[src/rtl/store_datapath_if.sv]
// Output word stream of the SHAKE store stage: w-bit words on a valid/ready handshake.
interface store_datapath_if #(parameter int W = 64);
  logic [W-1:0] data_out;
  logic         data_out_valid;
  logic         data_out_ready;

  modport master (output data_out, data_out_valid, input data_out_ready);
  modport slave  (input data_out, data_out_valid, output data_out_ready);
endinterface

[src/rtl/store_datapath.sv]
// SHAKE squeeze stage: captures a permuted rate block and streams it out as byte-swapped,
// length-masked w-bit words, requesting further permutations until output_size bits are sent.
module store_datapath #(
  parameter int         W             = 64,
  parameter int         RATE          = 1344,
  parameter logic [1:0] SHAKE128_MODE = 2'b10,
  parameter logic [1:0] SHAKE256_MODE = 2'b11
) (
  input  logic            clk,
  input  logic            rst,
  input  logic            start,
  input  logic [31:0]     output_size,
  input  logic [1:0]      operation_mode,
  input  logic [RATE-1:0] block_in,
  input  logic            block_valid,
  output logic            block_ready,
  output logic            squeeze_req,
  output logic            busy,
  output logic            done,
  store_datapath_if.master dout
);
  localparam int NUM_LANES = RATE / W;
  localparam int IW        = $clog2(NUM_LANES + 1);
  localparam int SW        = $clog2(W);
  localparam logic [IW-1:0] WORDS_256 = IW'(17);
  localparam logic [IW-1:0] WORDS_128 = IW'(21);

  typedef enum logic [1:0] {S_IDLE, S_WAIT_BLOCK, S_DRAIN, S_DONE} state_t;

  state_t          state, state_nxt;
  logic [31:0]     size_rem;
  logic [1:0]      mode_q;
  logic [IW-1:0]   word_idx;
  logic [RATE-1:0] piso;
  logic            squeeze_q;
  logic [W-1:0]    swp, mask;
  logic [IW-1:0]   max_words;
  logic            xfer, last_word, blk_end;

  assign max_words = (mode_q == SHAKE256_MODE) ? WORDS_256 : WORDS_128;
  assign xfer      = (state == S_DRAIN) && dout.data_out_ready;
  assign last_word = size_rem <= 32'(W);
  assign blk_end   = word_idx == max_words - IW'(1);

  always_comb begin
    state_nxt = state;
    case (state)
      S_IDLE:       if (start) state_nxt = (output_size != 32'd0) ? S_WAIT_BLOCK : S_DONE;
      S_WAIT_BLOCK: if (block_valid) state_nxt = S_DRAIN;
      S_DRAIN:      if (xfer) state_nxt = last_word ? S_DONE : (blk_end ? S_WAIT_BLOCK : S_DRAIN);
      S_DONE:       state_nxt = S_IDLE;
      default:      state_nxt = S_IDLE;
    endcase
  end

  // The PISO shifts down one lane per transfer, so the current word is always the low lane.
  always_ff @(posedge clk or negedge rst) begin
    if (!rst) begin
      state     <= S_IDLE;
      size_rem  <= '0;
      mode_q    <= '0;
      word_idx  <= '0;
      piso      <= '0;
      squeeze_q <= 1'b0;
    end else begin
      state     <= state_nxt;
      squeeze_q <= xfer && !last_word && blk_end;
      if (state == S_IDLE && start) begin
        size_rem <= output_size;
        mode_q   <= operation_mode;
      end
      if (state == S_WAIT_BLOCK && block_valid) begin
        piso     <= block_in;
        word_idx <= '0;
      end else if (xfer) begin
        piso     <= piso >> W;
        word_idx <= word_idx + IW'(1);
        size_rem <= last_word ? 32'd0 : size_rem - 32'(W);
      end
    end
  end

  for (genvar b = 0; b < W / 8; b++) begin : g_swap
    assign swp[8*b +: 8] = piso[W-8-8*b +: 8];
  end

  // Final partial word keeps only its top size_rem bits (MSB-first stream order).
  always_comb begin
    mask = '1;
    if (size_rem < 32'(W)) mask = ~({W{1'b1}} >> size_rem[SW-1:0]);
  end

  assign dout.data_out_valid = (state == S_DRAIN);
  assign dout.data_out       = (state == S_DRAIN) ? (swp & mask) : '0;
  assign block_ready         = (state == S_WAIT_BLOCK);
  assign squeeze_req         = squeeze_q;
  assign busy                = (state != S_IDLE);
  assign done                = (state == S_DONE);
endmodule

[src/flat_wrapper.sv]
// flat-port wrapper written by rule: the top's interface ports become plain ports
module store_datapath_flat 
#(
  parameter int         W             = 64,
  parameter int         RATE          = 1344,
  parameter logic [1:0] SHAKE128_MODE = 2'b10,
  parameter logic [1:0] SHAKE256_MODE = 2'b11
)
  (clk, rst, start, output_size, operation_mode, block_in, block_valid, block_ready, squeeze_req, busy, done, dout_data_out, dout_data_out_valid, dout_data_out_ready);
  store_datapath_if #(.W(W)) dout_i ();
  input  logic clk;
  input  logic rst;
  input  logic start;
  input  logic [31:0] output_size;
  input  logic [1:0] operation_mode;
  input  logic [RATE-1:0] block_in;
  input  logic block_valid;
  output logic block_ready;
  output logic squeeze_req;
  output logic busy;
  output logic done;
  output wire logic [$bits(dout_i.data_out)-1:0] dout_data_out;
  output wire logic [$bits(dout_i.data_out_valid)-1:0] dout_data_out_valid;
  input wire logic [$bits(dout_i.data_out_ready)-1:0] dout_data_out_ready;
  assign dout_data_out = dout_i.data_out;
  assign dout_data_out_valid = dout_i.data_out_valid;
  assign dout_i.data_out_ready = dout_data_out_ready;
  store_datapath #(.W(W), .RATE(RATE), .SHAKE128_MODE(SHAKE128_MODE), .SHAKE256_MODE(SHAKE256_MODE)) u_core (.clk(clk), .rst(rst), .start(start), .output_size(output_size), .operation_mode(operation_mode), .block_in(block_in), .block_valid(block_valid), .block_ready(block_ready), .squeeze_req(squeeze_req), .busy(busy), .done(done), .dout(dout_i));
endmodule
[config.mk]
export PLATFORM = sky130hd
export DESIGN_NAME = store_datapath_flat
export DESIGN_NICKNAME = d
export VERILOG_FILES = /design/src/rtl/store_datapath_if.sv /design/src/rtl/store_datapath.sv /design/src/flat_wrapper.sv
export SDC_FILE = /design/constraint.sdc
export NUM_CORES = 2
export LEC_CHECK = 0
export CORE_AREA = 5 5 562 564
export DETAILED_ROUTE_END_ITERATION = 12
export DIE_AREA = 0 0 567 569
export HOLD_SLACK_MARGIN = 0.05
export PLACE_DENSITY = 0.49
export REMOVE_ABC_BUFFERS = 1
export SETUP_SLACK_MARGIN = 0.5
export SLEW_MARGIN = 10
export SYNTH_ARGS = -nofsm -noshare
export SYNTH_HDL_FRONTEND = slang
export SYNTH_SLANG_ARGS = --single-unit
[constraint.sdc]
create_clock -name clk -period 2.2 [get_ports clk]
set_clock_uncertainty 0.1 [all_clocks]
set_input_delay 0.22 -clock clk [delete_from_list [all_inputs] [get_ports clk]]
set_output_delay 0.22 -clock clk [all_outputs]
set_load 0.005 [all_outputs]
; ---- Word-level counts from Yosys, hierarchy flattened
; Cells that the tools add are included.
; W data, S select, Z words.
[totals]
ff_bits = 1386
latchBits = 0
ramBits = 0
mem_bits_ro = 0
input_bits = 1383
output_inout_bits = 69
wordCells = 51
mem_count = 0
[classes]
n_addsub = 3
n_mul = 0
n_div = 0
n_lt_le_gt_ge = 2
n_eq_ne = 8
shift = 1
n_mux = 18
bitwise = 2
n_reduce_logical = 11
[op_table]
columns = operator, n
row1 = $mux W1344, 2
row2 = $mux W32, 4
row3 = $mux W64, 2
row4 = $and A64 B64 Y64, 1
row5 = $not A64 Y64, 1
row6 = $shr A64 B6 Y64 const A, 1
row7 = $le A32 B7 Y1 const B, 1
row8 = $lt A32 B7 Y1 const B, 1
row9 = $reduce_bool A32 Y1, 1
row10 = $sub A32 B7 Y32 const B, 1
row11 = $mux W2, 6
row12 = $mux W5, 2
row13 = $pmux W2 S4, 1
row14 = $eq A2 B2 Y1 const B, 3
row15 = $add A5 B1 Y5 const B, 1
row16 = $eq A5 B5 Y1, 1
row17 = $logic_and A1 B1 Y1, 5
row18 = $sub A5 B1 Y5 const B, 1
row19 = $ne A2 B2 Y1 const B, 2
row20 = $reduce_bool A2 Y1, 2
row21 = $mux W3, 1
row22 = $reduce_and A3 Y1, 1
row23 = $eq A2 B1 Y1 const B, 1
row24 = $logic_not A2 Y1, 1
row25 = 2 further kinds, 2

; ---- Longest topological paths before layout
[logic_depth]
depth_word = 8
mapped_depth = 9
depth_no_buf = 7

; ---- Least setup slack after synthesis
; No wires, ideal clock.
[synth_path]
path_kind = reg-to-output
from = register u_core.size_rem[6]
to = output dout_data_out[60]
t_arrival_ns = 2.129
required_time_ns = 1.880
setup_slack_ns = -0.249
stages_incl_launch_ff = 9
path_buffers = 1
path_cell_list = dfrtp_1 inv_1 ha_1 nor3b_2 nand3_1 nor4_4 buf_2 nand2_1 o211a_1
[synth_via]
elab_chain_cells = 4
[synth_lines]
columns = item, line_no
row1 = start: declaration, store_datapath.sv:31  ; logic [31:0] size_rem;
row2 = start signal: assignment, store_datapath.sv:69  ; size_rem <= output_size;
row3 = start signal: assignment, store_datapath.sv:78  ; size_rem <= last_word ? 32'd0 : size_rem - 32'(W);
row4 = $lt A32 B7 Y1, store_datapath.sv:90  ; if (size_rem < 32'(W)) mask = ~({W{1'b1}} >> size_rem[SW-1:0]);
row5 = $mux W64, store_datapath.sv:90
row6 = $and A64 B64 Y64, store_datapath.sv:94  ; assign dout.data_out = (state == S_DRAIN) ? (swp & mask) : '0;
row7 = $mux W64, store_datapath.sv:94
row8 = end: declaration, flat_wrapper.sv:22  ; output wire logic [$bits(dout_i.data_out)-1:0] dout_data_out;
; No other way between the ends.

; ---- Worst setup path after layout
[layout_path]
from = register u_core.size_rem[29]
to = output dout_data_out[39]
; Same word-level chain as after synthesis.

==> flow_summary.yaml <==
logic_synthesis:
  synth_area_leaders: "dfrtp_1, nand2_1, a31oi_1, nor2_1, clkbuf_1"
  syn-cell-area_um2: 62300
  synth_warnings: 0
  syn_inst: 7598
  synth_top_area_cell: "dfrtp_1"
  synth_edf_count: 0
  synth_top_family_by_area: "simple AND/OR/NAND/NOR gates"
  synth.area.mux_share_pct: 0.0361
  yosysUniqueCellTypes: 61
  syn_avg_cell_area_um2: 8.21
  synth-compound-area-share_pct: 15.4
  ys_async_sr_fraction_pct: 100
  synthXorXnorAreaFrac_pct: 0.112
  netlist.area_leader.share_pct: 55.6
  synth_seq_cells: 1386
  yosys.area_share.simple_pct: 24.9
  synthFlopType: "dfrtp_1"
  synth-seq-area-share_pct: 55.6
  synthAdderAreaFrac_pct: 0.0803
power_and_ir_drop:
  powerDensity_nw_per_um2: 1090
  peakVddDrop_mv: 0.511
  power_leakage_uw: 0.0479
  finalPower_uw: 124000
cts:
  clkSinkCount: 1386
  htree_num_levels: 4
  clockBufferDepth: 4
  cts_root_buf: "clkbuf_16"
  cts_buffers: 174
  cts_tree: "done"
  clk_pin_slew_worst_paths_ps: 60
  clk_latency_ps: 830
timing:
  drv_slew: 0
  worst_pin_slew_ps: 921
  fin_crit_sh_pct: 145
  hold_viol: 0
  tns_ps: -431870
  slew_headroom_pct: 38.6
  finalWorstSetupSlack_ps: -1000
  post-route-min-period_ps: 3200
  rsz0062_at_grt: "yes"
  timing.fmax_ghz: 0.312
  setup_viol: 1446
status:
  status: "finished, violations left"
  violations: "setup timing"
critical_path:
  critPathArrivalTime_ps: 2880
  startpoint_type: "flip-flop"
  path_common_cell: "buf_6"
  critical_path_buf_inv_count: 4
  regToRegEndpoint: "u_core.size_rem[17]"
  cpPeakStageDelay_ps: 400
  worstPathRequired_ps: 1880
  r2r_start: "u_core.size_rem[19]"
  worst-path-max-fanout: 6
  cp_top_family: "simple AND/OR/NAND/NOR gates"
  r2r_slack_ps: -770
  critPathSlowestCell: "or3_4"
  endpoint_kind: "output port"
  critical_path_class: "reg -> out"
  path_cells: "or2_4, or3_4, nor4_4, buf_4, buf_12, o21ai_2, buf_6, and3_4, buf_6"
  reg2regPathDepth: 13
grt:
  grt_pass1_vias: 68300
  grt_remaining_overflow: 0
  grt_pass1_wl_mm: 462
  grt_max_degree: 116
  grt.total_usage_pct: 19.0
  antenna_found_initial: 108
floorplanning:
  fp.dieH_um: 569
  row_count: 205
  fp.dieW_um: 567
  die-area_um2: 323000
  start_util_pct: 20.1
  num_io_pins: 1452
  core_um2: 310000
drt:
  vias: 70200
  drt_iter0_drc: 6620
  post_drt_via_cell_ratio: 4.62
  drt-pass1-iter-count: 6
  ant_nets: 0
  wire_per_inst_um: 23.0
  wirelength_mm: 349
  post-route-drc-count: 0
layout:
  drive_gt1_share_pct: 14.0
  fin_nets: 12200
  areaGrowthSynthToFinish_pct: 82.9
  mostFrequentLayoutCells: "nand2_1, dfrtp_1, clkdlybuf4s50_1"
  finalNonFillerCells: 15200
  nFillCells: 31200
  final_common_cell: "nand2_1"
worst_hold_path:
  holdPathStages: 2
  hold_path_class: "in -> reg"
  hold_path.startpoint: "block_in[1295]"
  whs_endpoint: "u_core.piso[1295]"
placement:
  hpwl_mm: 243
  placed_cells: 13100
  place_ws_ps: -559
  gp_congestion: 0.951
  port_buffers: 1451
job:
  cap_violations: 0
==> Yosys cell counts (3+ instances only) <==
| library cell | count |
|---|---|
| or2_2 | 8 |
| o22ai_1 | 3 |
| a21oi_1 | 59 |
| nand2_1 | 2657 |
| nand3_1 | 10 |
| nand4_1 | 4 |
| nand2b_1 | 3 |
| xnor2_1 | 3 |
| nor2_1 | 1304 |
| a31oi_1 | 1286 |
| ha_1 | 4 |
| and3_1 | 17 |
| buf_2 | 9 |
| buf_1 | 45 |
| dfrtp_1 | 1386 |
| o21ai_1 | 6 |
| or3_1 | 5 |
| inv_1 | 12 |
| or4_1 | 3 |
| o31ai_1 | 4 |
| nor3_1 | 7 |
| o41ai_1 | 3 |
| nor4_4 | 3 |
| a22oi_1 | 12 |
| a21o_1 | 5 |
| nor4_1 | 11 |
| clkbuf_1 | 564 |
| o21ai_0 | 40 |
| a22o_1 | 70 |
| and2_1 | 5 |
| a21boi_0 | 3 |
| xor2_1 | 5 |
==> what timing repair did <==
action / in CTS / in global routing
endpoints found under the setup margin: 1453 / 1455
hold buffers: 1364 / 0
resized for setup: 470 / 571
buffers inserted: 44 / 125
pin swaps: 39 / 105
endpoints found under the hold margin: 2748 / 0
cloned: 9 / 174
==> layer usage <==
metal / part of all wire (%) / vias up / global-route usage (%)
met4: 3.8 / 30 / 6.84
met5: 0.047 / - / 0
met2: 46 / 2717 / 30.9
met1: 44 / 34600 / 25.3
li1: - / 32300 / -
met3: 6.0 / 552 / 3.19
==> power by group <==
| group | internal (µW) | switching [µW] | leakage (µW) |
|---|---|---|---|
| clock network | 16500 | 12100 | 0.00273 |
| registers | 36300 | 8170 | 0.0142 |
| logic | 25100 | 26000 | 0.0310 |
==> area by class of cell <==
type                       instances  area (µm²)  share of cell area (%)
inverter                          12        47.5                  0.0417
clock buffer                     250        4950                    4.34
timing repair buffer            3691       41000                    35.9
clock inverter                    54         622                   0.545
tap                             4140        5180                    4.54
sequential                      1386       34700                    30.4
antenna                           79         198                   0.173
multi-input combinational       5581       27400                    24.0
==> sequential cells by signal (all words and copies together) (netlist names) <==
signal / count
u_core.state: 2
u_core.squeeze_req: 1
u_core.mode_q: 2
u_core.word_idx: 5
u_core.piso: 1344
u_core.size_rem: 32
==> cells by family after synthesis <==
kind of cell             count (synthesis)
multiplexers                             2
AO/OA/AOI/OAI                         1513
AND/OR/NAND/NOR                       4054
buffers and inverters                  631
XOR/XNOR                                 8
flip-flops                            1386
adder cells (fa/ha/maj)                  4
==> through the flow <==
step / area [µm²] / hold WS, ps / util, %
CTS: 106000 / 53.3 / 34.1
global placement: 85600 / 104 / 27.6
global route: 114000 / 72.8 / 36.7
floorplan: 60000 / -176 / -
detailed placement: 85600 / 92.4 / 27.6
finish: 114000 / 135 / 36.7
==> worst register-to-register path, cell delays in order, from the launching register on <==
cell and delay (ps):
dfrtp_1 400, nor4_4 270, buf_4 180, nand4_4 140
buf_6 170, buf_6 100, buf_6 100, buf_6 100
buf_6 100, buf_6 110, or4_4 520, buf_12 170
a222oi_1 280, nand2_1 100
==> how the worst max path moves through the flow <==
stage | startpoint | endpoint | slack [ps] | cells after the start
2_1_floorplan | u_core.state[0] | u_core.word_idx[1] | -158320 | 4
3_3_place_gp | u_core.size_rem[6] | dout_data_out[39] | -630 | 10
3_5_place_dp | u_core.size_rem[7] | dout_data_out[39] | -560 | 10
4_1_cts | u_core.size_rem[17] | dout_data_out[39] | -1070 | 10
5_1_grt | u_core.size_rem[19] | dout_data_out[53] | -1170 | 10
6_report | u_core.size_rem[29] | dout_data_out[39] | -1000 | 9
Note: power is estimated with default switching activity, not from simulation.
